--- src/rtl/uart_controller.sv ---
// rtl/uart_controller.sv - sends an 8N1 status byte on tx whenever synchronised player inputs change
module uart_controller #(
    parameter int CLKS_PER_BIT = 868
) (
    input  logic clk_in,
    input  logic rst,
    input  logic up,
    input  logic down,
    input  logic fire,
    input  logic proj,
    output logic tx
);

    localparam int BW = (CLKS_PER_BIT > 1) ? $clog2(CLKS_PER_BIT) : 1;
    localparam logic [BW-1:0] BAUD_LAST = BW'(CLKS_PER_BIT - 1);

    typedef enum logic [1:0] {
        IDLE,
        START,
        DATA,
        STOP
    } state_t;

    state_t        state;
    state_t        state_next;
    logic [3:0]    s1;
    logic [3:0]    s2;
    logic [3:0]    last_sent;
    logic [3:0]    last_sent_next;
    logic [7:0]    shift;
    logic [7:0]    shift_next;
    logic [2:0]    bit_cnt;
    logic [2:0]    bit_cnt_next;
    logic [BW-1:0] baud_cnt;
    logic [BW-1:0] baud_cnt_next;
    logic          tx_next;
    logic          baud_done;

    assign baud_done = (baud_cnt == BAUD_LAST);

    // Two-flop synchroniser; the inputs are button levels from another domain.
    always_ff @(posedge clk_in or negedge rst) begin
        if (!rst) begin
            s1 <= 4'h0;
            s2 <= 4'h0;
        end else begin
            s1 <= {proj, fire, down, up};
            s2 <= s1;
        end
    end

    always_ff @(posedge clk_in or negedge rst) begin
        if (!rst) begin
            state     <= IDLE;
            last_sent <= 4'h0;
            shift     <= 8'h00;
            bit_cnt   <= 3'd0;
            baud_cnt  <= '0;
            tx        <= 1'b1;
        end else begin
            state     <= state_next;
            last_sent <= last_sent_next;
            shift     <= shift_next;
            bit_cnt   <= bit_cnt_next;
            baud_cnt  <= baud_cnt_next;
            tx        <= tx_next;
        end
    end

    // tx is registered, so each branch sets the level for the cycle after the edge.
    always_comb begin
        state_next     = state;
        last_sent_next = last_sent;
        shift_next     = shift;
        bit_cnt_next   = bit_cnt;
        baud_cnt_next  = baud_cnt;
        tx_next        = tx;

        case (state)
            IDLE: begin
                tx_next       = 1'b1;
                baud_cnt_next = '0;
                bit_cnt_next  = 3'd0;
                if (s2 != last_sent) begin
                    shift_next     = {4'hA, s2};
                    last_sent_next = s2;
                    tx_next        = 1'b0;
                    state_next     = START;
                end
            end
            START: begin
                if (baud_done) begin
                    baud_cnt_next = '0;
                    tx_next       = shift[0];
                    state_next    = DATA;
                end else begin
                    baud_cnt_next = baud_cnt + 1'b1;
                end
            end
            DATA: begin
                if (baud_done) begin
                    baud_cnt_next = '0;
                    if (bit_cnt == 3'd7) begin
                        bit_cnt_next = 3'd0;
                        tx_next      = 1'b1;
                        state_next   = STOP;
                    end else begin
                        bit_cnt_next = bit_cnt + 3'd1;
                        shift_next   = {1'b0, shift[7:1]};
                        tx_next      = shift[1];
                    end
                end else begin
                    baud_cnt_next = baud_cnt + 1'b1;
                end
            end
            STOP: begin
                tx_next = 1'b1;
                if (baud_done) begin
                    baud_cnt_next = '0;
                    state_next    = IDLE;
                end else begin
                    baud_cnt_next = baud_cnt + 1'b1;
                end
            end
            default: begin
                tx_next    = 1'b1;
                state_next = IDLE;
            end
        endcase
    end

endmodule

--- config.mk ---
export PLATFORM = sky130hd
export DESIGN_NAME = uart_controller
export DESIGN_NICKNAME = d
export VERILOG_FILES = /design/src/rtl/uart_controller.sv
export SDC_FILE = /design/constraint.sdc
export NUM_CORES = 1
export LEC_CHECK = 0
export CAP_MARGIN = 20
export CORE_UTILIZATION = 52
export DETAILED_ROUTE_END_ITERATION = 10
export PLACE_DENSITY = 0.78
export SLEW_MARGIN = 20
export SYNTH_ARGS = -nofsm -noshare
export SYNTH_HDL_FRONTEND = slang
export SYNTH_SLANG_ARGS = --single-unit
--- constraint.sdc ---
create_clock -name clk_in -period 2.3 [get_ports clk_in]
set_input_delay 0.46 -clock clk_in [delete_from_list [all_inputs] [get_ports clk_in]]
set_output_delay 0.46 -clock clk_in [all_outputs]
set_load 0.005 [all_outputs]
==> results of run 1 <==
-- kinds of logic after synthesis --
group                    Yosys count  share of synthesized area (%)
AO/OA/AOI/OAI                     10                           4.96
AND/OR/NAND/NOR                   40                           13.1
XOR/XNOR                          12                           6.04
adder cells (fa/ha/maj)            8                           5.76
buffers and inverters             12                           4.03
multiplexers                      22                           14.2
flip-flops                        36                           51.9
-- worst max-delay path: cells and delay by family (launching register included) --
family | cells | cell delay, ns
flip-flops | 1 | 0.43
AO/OA/AOI/OAI | 1 | 0.31
AND/OR/NAND/NOR | 2 | 0.30
adder cells (fa/ha/maj) | 2 | 0.46
multiplexers | 1 | 0.38
-- sequential cells by signal (all words and copies together), names as in the netlist --
| signal | count |
|---|---|
| s2 | 4 |
| baud_cnt | 10 |
| s1 | 4 |
| last_sent | 4 |
| bit_cnt | 3 |
| shift | 8 |
| tx | 1 |
| state | 2 |
-- synthesized netlist by cell type --
master / number / area share (%)
dfrtp_1: 35 / 50
mux2_2: 18 / 12
nor2_1: 16 / 3.5
xor2_1: 10 / 5.0
ha_1: 8 / 5.8
inv_1: 6 / 1.3
nand2_1: 5 / 1.1
nand3_1: 4 / 1.2
a22o_1: 3 / 1.5
and3_1: 3 / 1.1
buf_6: 3 / 1.9
mux2i_1: 3 / 1.7
nand4_1: 3 / 1.1
a21oi_1: 2 / 0.58
buf_2: 2 / 0.58
nor2b_1: 2 / 0.72
xnor2_1: 2 / 1.0
a221oi_1: 1 / 0.50
a22oi_4: 1 / 1.2
a2bb2oi_1: 1 / 0.50
a31oi_1: 1 / 0.36
and2_1: 1 / 0.36
and4_1: 1 / 0.50
and4b_4: 1 / 0.79
clkbuf_1: 1 / 0.22
dfstp_2: 1 / 1.5
mux2_4: 1 / 0.86
nand2b_1: 1 / 0.36
nor3_4: 1 / 0.94
nor4_4: 1 / 1.2
o21ai_0: 1 / 0.29
or2_2: 1 / 0.36
-- metal layers --
layer	up-vias	part of all wire, %
met1	514	44
met2	19	50
li1	495	-
met4	0	2.0
met5	-	0
met3	7	3.9
-- power by group through the flow --
stage	combinational [mW]	clock, mW	sequential (mW)
4_1_cts	0.883	0.451	0.930
5_1_grt	0.966	0.476	0.953
3_5_place_dp	0.877	0	0.944
6_report	0.873	0.436	0.929
2_1_floorplan	0.714	0	0.908
3_3_place_gp	0.831	0	0.931
-- cell type report --
class / count / area [um^2] / share of cell area, %
inverter: 6 / 22.5 / 1.18
multi-input combinational: 92 / 767 / 40.2
tap: 44 / 55.1 / 2.88
clock inverter: 3 / 42.5 / 2.23
sequential: 36 / 902 / 47.2
clock buffer: 5 / 37.5 / 1.97
timing repair buffer: 9 / 82.6 / 4.33
-- worst max path at each step --
stage               cells past startpoint                   end                    from  slack [ns]
floorplan                               7  shift[0]$_DFFE_PN0P_    state[0]$_DFFE_PN0P_        0.49
global placement                        6  shift[5]$_DFFE_PN0P_  bit_cnt[0]$_DFFE_PN0P_        0.43
detailed placement                      6  shift[5]$_DFFE_PN0P_  bit_cnt[0]$_DFFE_PN0P_        0.32
CTS                                     6  shift[5]$_DFFE_PN0P_  bit_cnt[0]$_DFFE_PN0P_        0.30
global route                            6  shift[5]$_DFFE_PN0P_  bit_cnt[0]$_DFFE_PN0P_        0.18
finish                                  6  shift[5]$_DFFE_PN0P_  bit_cnt[0]$_DFFE_PN0P_        0.32
==> results.yml, run 1 <==
timing:
  clock-skew-final_ns: 0.00638
  fin_crit_ns: 1.98
  worst_slack_ns: 0.322
  fin_crit_sh_pct: 86.0
  worstMarginPinSlew_ns: 0.429
  tns_ns: 0
  hold_violations: 0
  slew_violations: 0
  rsz0062_at_grt: "false"
  setup_viol: 0
  fmax_mhz: 506
  whs_ns: 0.361
  slew_headroom_pct: 71.4
synthesis:
  netlist-cell-type-count: 32
  avgSynthCellArea_um2: 12.4
  ys_seq_elements: 36
  yosysWarningCount: 0
  syn-num-nets: 154
  netlist_area_um2: 1740
  yosysSeqAreaShare_pct: 51.9
  synthCells: 140
critical_path:
  timing.rr.start: "bit_cnt[0]$_DFFE_PN0P_"
  path_common_cell: "ha_1"
  cp-start-kind: "flip-flop"
  r2r_slack_ns: 0.32
  path_class: "flip-flop to flip-flop"
  cp.arrival_ns: 2.21
  critPathRequiredTime_ns: 2.53
  crit_path_max_fanout: 8
  r2r_cells: 6
  slowest_delay_ns: 0.43
  r2r-end: "shift[5]$_DFFE_PN0P_"
  end_kind: "flip-flop"
  cp_cell_sequence: "ha_1 > ha_1 > nor2b_1 > nand4_1 > a22oi_4 > mux2_2"
  cpMaxStageDelayCell: "dfrtp_1"
clock_tree:
  htreeDepth: 2
  clockBufferDepth: 2
  post-cts-setup-buffers: 0
  root_buffer: "clkbuf_4"
  clock_latency_ns: 0.34
  cts_made_buffers: 5
  cts_tree: "yes"
  holdBufCountCts: 0
  clk_pin_slew_ns: 0.10
  cts_num_sinks: 36
  cts_resized: 0
global_routing:
  track_usage_pct: 18.7
  grt_pass1_vias: 1042
  gr-total-overflow: 0
  grt_pass1_wl_um: 4600
  use_met1_pct: 21.0
  antenna_found_initial: 0
  busiest_layer: "met2"
  use_met3_pct: 8.01
  grt.met2_usage_pct: 30.5
  grt_max_degree: 37
floorplanning:
  die_width_um: 59.8
  dieArea_um2: 3580
  fp.coreArea_um2: 3100
  row_count: 20
  pin_count: 7
  fp.dieH_um: 59.8
  start_util_pct: 56.0
power_and_ir_drop:
  switchingPower_mw: 0.761
  peakVddDrop_uv: 475
  p_int_mw: 1.48
  switching_share_pct: 34.0
  power.total_mw: 2.24
  clkPwrFrac_pct: 19.5
  seqPwrFrac_pct: 41.5
  power.density_nw_per_um2: 1170
  p_leak_nw: 0.871
  combPwrFrac_pct: 39.0
finish:
  finalNetCount: 164
  most-common-layout-cells: "35 x dfrtp_1, 18 x mux2_2, 16 x nor2_1, 10 x xor2_1, 8 x ha_1"
  finish.utilization_pct: 61.5
  drive_gt1_share_pct: 23.8
  finalInstanceArea_um2: 1910
  fillers: 263
  antennaDiodeCount: 0
  fin_cells: 195
  layout_commonest_cell: "dfrtp_1"
  area_growth_pct: 9.78
worst_hold_path:
  hold_start: "s1[2]$_DFF_PN0_"
  hold_class: "flip-flop to flip-flop"
  min_delay_path_depth: 0
  hold-path-endpoint: "s2[2]$_DFF_PN0_"
placement:
  dpl.hpwl_um: 1950
  placed_cell_area_um2: 1830
  dpl.cell_count: 187
  dpl_worst_slack_ns: 0.316
  portBuffers: 6
  gp_congestion: 0.815
status:
  status: "complete, no violations"
run:
  drv_cap: 0
detailed_routing:
  post_drt_via_cell_ratio: 5.31
  drc: 0
  drtPass1Iterations: 4
  wire_per_inst_um: 13.5
  num_vias: 1035
  wl_um: 2640
  drtIter0Drc: 24
  ant_nets: 0
Power figures use the tool's default switching activity.
==> run 2, diff against run 1 <==
- PLACE_DENSITY: 0.78 -> not set
- PLACE_DENSITY_LB_ADDON: not set -> 0.15
==> results.yml, run 2 (synthesis gave the netlist of run 1 again) <==
timing:
  setup_viol: 0
  whs_ns: 0.355
  worstMarginPinSlew_ns: 0.433
  fmax_mhz: 492
  hold_violations: 0
  fin_crit_ns: 2.03
  clock-skew-final_ns: 0.0116
  fin_crit_sh_pct: 88.3
  slew_violations: 0
  slew_headroom_pct: 71.1
  rsz0062_at_grt: "false"
  tns_ns: 0
critical_path:
  cp.arrival_ns: 2.25
  path_class: "flip-flop to flip-flop"
  cp-start-kind: "flip-flop"
  end_kind: "flip-flop"
  r2r_slack_ns: 0.27
  critPathRequiredTime_ns: 2.52
  crit_path_max_fanout: 8
clock_tree:
  holdBufCountCts: 0
  clock_latency_ns: 0.34
  cts_made_buffers: 5
  cts_tree: "yes"
  cts_resized: 0
  htreeDepth: 2
  clk_pin_slew_ns: 0.10
  root_buffer: "clkbuf_4"
  post-cts-setup-buffers: 0
  cts_num_sinks: 36
  clockBufferDepth: 2
worst_hold_path:
  hold_class: "flip-flop to flip-flop"
detailed_routing:
  num_vias: 1002
  wl_met1_um: 1170
  highest_layer: "met4"
  ant_nets: 0
  wl_um: 2620
  drc: 0
  drtPass1Iterations: 4
  wl_met3_um: 85
  post_drt_via_cell_ratio: 5.19
  wire_per_inst_um: 13.6
  dr_wl_met2_um: 1310
  drtIter0Drc: 26
placement:
  portBuffers: 6
  dpl.hpwl_um: 1970
  gp_congestion: 0.762
  dpl.cell_count: 186
finish:
  finalNetCount: 163
  layout_commonest_cell: "dfrtp_1"
  most-common-layout-cells: "35 x dfrtp_1, 18 x mux2_2, 16 x nor2_1, 10 x xor2_1, 8 x ha_1"
  fin_cells: 193
  drive_gt1_share_pct: 22.8
  antennaDiodeCount: 0
  area_growth_pct: 8.49
  largest_reg_flops: 10
  reg_top3: "baud_cnt (10), shift (8)"
  finish.utilization_pct: 60.8
  top_register: "baud_cnt"
floorplanning:
  row_count: 20
  dieArea_um2: 3580
  start_util_pct: 56.0
  fp.coreArea_um2: 3100
  pin_count: 7
  die_width_um: 59.8
  fp.dieH_um: 59.8
global_routing:
  grt_max_degree: 37
  gr-total-overflow: 0
  grt_pass1_vias: 1044
  grt_pass1_wl_um: 4580
  track_usage_pct: 18.0
  antenna_found_initial: 0
power_and_ir_drop:
  power.density_nw_per_um2: 1130
  p_leak_nw: 0.863
  peakVddDrop_uv: 532
status:
  status: "complete, no violations"
run:
  drv_cap: 0
==> run 2: final timing paths <==
check	from	to	depth (start not counted)
worst max-delay path	bit_cnt[0]$_DFFE_PN0P_	shift[0]$_DFFE_PN0P_	6
worst min-delay path	s1[0]$_DFF_PN0_	s2[0]$_DFF_PN0_	0
worst max register to register	bit_cnt[0]$_DFFE_PN0P_	shift[0]$_DFFE_PN0P_	6
worst min register to register	s1[0]$_DFF_PN0_	s2[0]$_DFF_PN0_	0
max in group asynchronous	rst	tx$_DFFE_PN1P_	2
min in group asynchronous	rst	baud_cnt[5]$_DFF_PN0_	2
==> run 2: per-stage QoR <==
stage,total power [mW],area [um^2],setup slack [ns]
after global placement,1.76,1820,0.410
final,2.14,1890,0.269
after global routing,2.30,1890,0.145
after CTS,2.18,1890,0.258
after floorplan,1.62,1740,0.492
after detailed placement,1.80,1820,0.287
==> run 2: metal layers <==
layer | vias to the layer above | GRT usage (%)
met3 | 6 | 5.84
met1 | 487 | 21.0
met2 | 11 | 30.3
met5 | - | 0
met4 | 0 | 7.97
li1 | 498 | -
==> run 2: report_power, final <==
part | total, mW | leakage, nW | switching [mW] | internal [mW]
registers | 0.926 | 0.444 | 0.119 | 0.807
clock network | 0.367 | 0.0374 | 0.193 | 0.173
logic | 0.848 | 0.381 | 0.416 | 0.432
total | 2.14 | 0.863 | 0.729 | 1.41
==> run 2: worst max-delay path, cell delays in order (launching register included) <==
cell,delay (ns)
dfrtp_1,0.43
ha_1,0.21
ha_1,0.25
nor2b_1,0.15
nand4_1,0.17
a22oi_4,0.32
mux2_2,0.38
==> run 2: layout make-up <==
cell class	instances	area (um^2)
Fill cell	264	1220
Sequential cell	36	902
Inverter	6	22.5
Tap cell	44	55.1
Clock buffer	7	65.1
Multi-Input combinational cell	92	767
Timing Repair Buffer	8	75.1
==> run 3, diff against run 2 <==
- CORE_MARGIN: not set -> 1
- SETUP_SLACK_MARGIN: not set -> 0.1
==> results of run 3 <==
The final DEF is identical to that of run 2; final timing and power are the same.
